==> src/rtl/matmul_seq_ctrl.sv <==
// Sequencer for the matrix MAC datapath: streams the 8x8 input matrix into the
// shift buffer, runs one ALU pass and steers its result writes into the result RAM.
module matmul_seq_ctrl #(
    parameter int LOAD_BEATS = 16,
    parameter int RES_WORDS  = 4,
    parameter int TIMEOUT    = 64,
    parameter int AW         = 2
) (
    input  logic          clk,
    input  logic          rst,
    input  logic          start,
    input  logic          in_valid,
    output logic          in_ready,
    output logic          buf_we,
    output logic [3:0]    buf_addr,
    output logic          buf_rewind,
    output logic          alu_en,
    input  logic          alu_web,
    input  logic          alu_done,
    output logic          ram_we,
    output logic [AW-1:0] ram_addr,
    output logic          busy,
    output logic          done,
    output logic          err
);

    localparam int              TW        = (TIMEOUT > 1) ? $clog2(TIMEOUT) : 1;
    localparam logic [3:0]      LAST_BEAT = 4'(LOAD_BEATS - 1);
    localparam logic [AW:0]     WR_LIMIT  = (AW + 1)'(RES_WORDS);
    localparam logic [TW-1:0]   CYC_LIMIT = TW'(TIMEOUT - 1);

    typedef enum logic [2:0] {
        S_IDLE,
        S_LOAD,
        S_REWIND,
        S_COMPUTE,
        S_DRAIN,
        S_DONE,
        S_ERROR
    } state_t;

    state_t        state;
    // One bit wider than ram_addr so a full result set is distinguishable from zero.
    logic [AW:0]   wr_cnt;
    logic [TW-1:0] cyc_cnt;
    logic          wr_full;

    assign wr_full  = (wr_cnt == WR_LIMIT);
    assign ram_addr = wr_cnt[AW-1:0];

    // Write strobes are qualified combinationally so the accepting cycle is the strobe cycle.
    assign buf_we = in_valid & in_ready;
    assign ram_we = alu_web & alu_en & (state == S_COMPUTE) & ~wr_full;

    // NOTE: all state updates use non-blocking assignments so every branch sees pre-edge values.
    always_ff @(posedge clk or negedge rst) begin
        if (!rst) begin
            state      <= S_IDLE;
            in_ready   <= 1'b0;
            buf_addr   <= '0;
            buf_rewind <= 1'b0;
            alu_en     <= 1'b0;
            busy       <= 1'b0;
            done       <= 1'b0;
            err        <= 1'b0;
            wr_cnt     <= '0;
            cyc_cnt    <= '0;
        end else begin
            buf_rewind <= 1'b0;
            done       <= 1'b0;

            case (state)
                S_IDLE: begin
                    if (start) begin
                        state    <= S_LOAD;
                        in_ready <= 1'b1;
                        busy     <= 1'b1;
                        err      <= 1'b0;
                        buf_addr <= '0;
                        wr_cnt   <= '0;
                    end
                end

                S_LOAD: begin
                    if (buf_we) begin
                        if (buf_addr == LAST_BEAT) begin
                            state      <= S_REWIND;
                            in_ready   <= 1'b0;
                            buf_rewind <= 1'b1;
                        end else begin
                            buf_addr <= buf_addr + 4'd1;
                        end
                    end
                end

                S_REWIND: begin
                    state   <= S_COMPUTE;
                    alu_en  <= 1'b1;
                    cyc_cnt <= '0;
                end

                S_COMPUTE: begin
                    cyc_cnt <= cyc_cnt + 1'b1;
                    if (alu_web && wr_full) begin
                        state  <= S_ERROR;
                        alu_en <= 1'b0;
                        err    <= 1'b1;
                    end else if (alu_web && alu_done) begin
                        state  <= S_DRAIN;
                        alu_en <= 1'b0;
                        wr_cnt <= wr_cnt + 1'b1;
                    end else begin
                        if (alu_web) begin
                            wr_cnt <= wr_cnt + 1'b1;
                        end
                        if (cyc_cnt == CYC_LIMIT) begin
                            state  <= S_ERROR;
                            alu_en <= 1'b0;
                            err    <= 1'b1;
                        end
                    end
                end

                // The idle ALU cycle here lets it clear its accumulators.
                S_DRAIN: begin
                    if (wr_cnt == WR_LIMIT) begin
                        state <= S_DONE;
                        done  <= 1'b1;
                    end else begin
                        state <= S_ERROR;
                        err   <= 1'b1;
                    end
                end

                S_DONE: begin
                    state <= S_IDLE;
                    busy  <= 1'b0;
                end

                S_ERROR: begin
                    state <= S_IDLE;
                    busy  <= 1'b0;
                end

                default: begin
                    state    <= S_IDLE;
                    in_ready <= 1'b0;
                    alu_en   <= 1'b0;
                    busy     <= 1'b0;
                end
            endcase
        end
    end

endmodule

==> config.mk <==
export PLATFORM = sky130hd
export DESIGN_NAME = matmul_seq_ctrl
export DESIGN_NICKNAME = d
export VERILOG_FILES = /design/src/rtl/matmul_seq_ctrl.sv
export SDC_FILE = /design/constraint.sdc
export NUM_CORES = 1
export LEC_CHECK = 0
export BUFFER_PORTS_ARGS = -buffer_cell sky130_fd_sc_hd__clkbuf_2
export CAP_MARGIN = 40
export CORE_AREA = 5 5 55 57
export DETAILED_ROUTE_END_ITERATION = 8
export DIE_AREA = 0 0 60 62
export PLACE_DENSITY = 0.86
export SLEW_MARGIN = 20
export SYNTH_ARGS = -nofsm -noshare
export SYNTH_HDL_FRONTEND = slang
export SYNTH_SLANG_ARGS = --single-unit
==> constraint.sdc <==
create_clock -name clk -period 2.25 [get_ports clk]
set_input_delay 0.5625 -clock clk [delete_from_list [all_inputs] [get_ports clk]]
set_output_delay 0.5625 -clock clk [all_outputs]
set_load 0.1 [all_outputs]
==> results.py <==
metrics = {
    "timing": {
        "worst_slew_pin_slew_ps": 567.2,
        "drv_slew": 0,
        "period_share": 0.9693,
        "setup_violations": 0,
        "fin_worst_skew_ps": 8.922,
        "rsz0062_at_grt": "false",
        "finalHoldViolCount": 0,
        "max_freq_mhz": 458.5,
        "slew-limit-headroom": 0.6219,
        "fin_tns_setup_ps": 0,
        "post-route-min-period_ps": 2181,
    },
    "final_layout": {
        "fin_nets": 173,
        "instances_no_fill": 192,
        "final_cell_mix": "dfrtp_1 (22), clkbuf_2 (18), nand2_1 (16)",
        "final_common_cell": "dfrtp_1",
        "regArea_um2": 550.5,
        "num_antenna_cells": 0,
        "multi_input_area_um2": 689.4,
        "drive_above_1_share": 0.2654,
        "fillers": 219,
        "synthToLayoutAreaGrowth_pct": 14.57,
    },
    "global_route": {
        "gr-total-overflow": 0,
        "grt_usage": 0.1655,
        "antenna_found_initial": 0,
        "grt_pass1_vias": 1064,
        "grt_max_degree": 23,
        "grt_first_pass_wirelength_um": 4692,
    },
    "yosys": {
        "yosys.area.top_type_share": 0.4219,
        "syn-num-nets": 150,
        "synth_top_cell_by_area": "dfrtp_1",
        "synth_area_um2": 1305,
        "synthTopCellsByArea": "dfrtp_1 (42%), nand2_1 (4.6%), ha_1 (3.8%)",
        "synthCells": 140,
        "synth_seq_area_share": 0.4219,
        "synth.distinct_cells": 41,
        "ys_ff_latch": 22,
        "synth-warning-count": 0,
        "avgSynthCellArea_um2": 9.321,
    },
    "die": {
        "io_pins": 20,
        "die_x_um": 60,
        "dieArea_um2": 3720,
        "start_util": 0.5365,
        "die_h_um": 62,
        "coreArea_um2": 2432,
        "fp-row-count": 18,
    },
    "worst_setup_path": {
        "r2r-end": "err$_DFFE_PN0P_",
        "cp-startpoint": "wr_cnt[0]$_DFFE_PN0P_",
        "r2r-start": "wr_cnt[0]$_DFFE_PN0P_",
        "cp.required_ps": 1690,
        "cp_max_fo": 4,
        "worstPathArrival_ps": 1620,
        "crit_path_end_kind": "output port",
        "worst_setup_path_start_kind": "register",
        "crit_type": "register to output port",
        "ff2ff_path_depth": 6,
        "r2r_slack_ps": 730,
    },
    "clock_tree": {
        "cts_tree": "done",
        "cts.reportedPaths.clkPinSlew_ps": 130,
        "cts_root_buf": "clkbuf_4",
        "cts.sink_count": 22,
        "clk_latency_ps": 310,
        "cts_buffer_depth": 2,
        "cts_buffers": 3,
        "cts-htree-levels": 1,
    },
    "drt": {
        "dr.pass1.iters": 4,
        "wl_um": 2753,
        "drcViolationCount": 0,
        "drt-initial-drc-count": 48,
        "vias": 1151,
        "wl_per_cell_um": 14.34,
        "ant_nets": 0,
        "routed_via_density": 5.995,
    },
    "worst_hold_path": {
        "hold_class": "input port to asynchronous set/reset pin",
    },
    "status": {
        "outcome": "finished clean",
    },
    "place": {
        "placed_cells": 185,
        "place_congestion": 0.8763,
        "portBuffers": 19,
        "dpl.hpwl_um": 2018,
    },
    "flow_run": {
        "maxCapViolCount": 0,
    },
}
synthesized netlist by cell type (all sizes together):
cell type and instances:
dfrtp 22, nand2 16, o21ai 12, nor2 9, nand3 8, a21oi 7, buf 7, inv 7
a22o 5, a31oi 4, and2 4, and3 4, ha 4, mux2i 4, a211oi 3, a21o 3
nand3b 3, nor3 3, nand2b 2, nor2b 2, a21bo 1, a21boi 1, a311o 1, a32oi 1
o21a 1, o21ba 1, o21bai 1, o221ai 1, o22ai 1, o311a 1, o31a 1
worst max-delay path, stage by stage (launching register included):
cell,delay (ps)
dfrtp_1,380
inv_1,70
ha_2,210
a21bo_2,230
nor2_4,100
and2_4,160
buf_12,160
how the worst max path moves through the flow:
stage | endpoint | cells after the start | slack, ps
5_1_grt | ram_we | 6 | 8
4_1_cts | ram_we | 6 | 20
2_1_floorplan | buf_we | 1 | 120
3_5_place_dp | ram_we | 6 | 130
3_3_place_gp | ram_we | 5 | 210
6_report | ram_we | 6 | 70
flip-flops by register name, indices dropped and copies added, names as in the netlist:
name        cells
err             1
alu_en          1
busy            1
state           3
done            1
cyc_cnt         6
in_ready        1
buf_addr        4
wr_cnt          3
buf_rewind      1
repair_timing:
item / CTS / global route
setup endpoints to repair: 1 / 1
buffers inserted: 2 / 1
pin swaps: 1 / 1
hold buffers: 0 / 0
resized for setup: 3 / 1
cell families after synthesis:
group                    after synthesis  share of synthesized area
buffers and inverters                 14                    0.06039
AO/OA/AOI/OAI                         45                     0.2407
flip-flops                            22                     0.4219
adder cells (fa/ha/maj)                4                    0.03835
multiplexers                           4                    0.03068
AND/OR/NAND/NOR                       51                     0.2081
through the flow:
stage	cell area [um2]	setup WS [ps]	hold WS (ps)	utilization
floorplan	1308	122.1	266.9	-
global placement	1425	210.8	509.2	0.5859
detailed placement	1425	128.8	531.3	0.5859
CTS	1486	22.95	226.2	0.6111
global route	1495	7.876	250.1	0.6147
finish	1495	69.01	211.3	0.6147
routing by layer:
| metal | part of all wire | track usage | vias to the layer above |
|---|---|---|---|
| met5 | 0 | 0 | - |
| met4 | 0.0091 | 0.05380 | 0 |
| met3 | 0.053 | 0.02686 | 2 |
| met2 | 0.51 | 0.2840 | 37 |
| met1 | 0.43 | 0.2137 | 560 |
| li1 | - | - | 552 |
final cells by class:
| cell class | count | share of cell area |
|---|---|---|
| multi-input cells | 104 | 0.4611 |
| flip-flops and latches | 22 | 0.3682 |
| repair buffers | 25 | 0.1038 |
| well taps | 30 | 0.02510 |
| clock buffers | 4 | 0.02427 |
| inverters | 7 | 0.01757 |
Power is left out: the tool's default activity adds up to more than one toggle a clock period on the data nets, which glitch-free logic cannot reach.
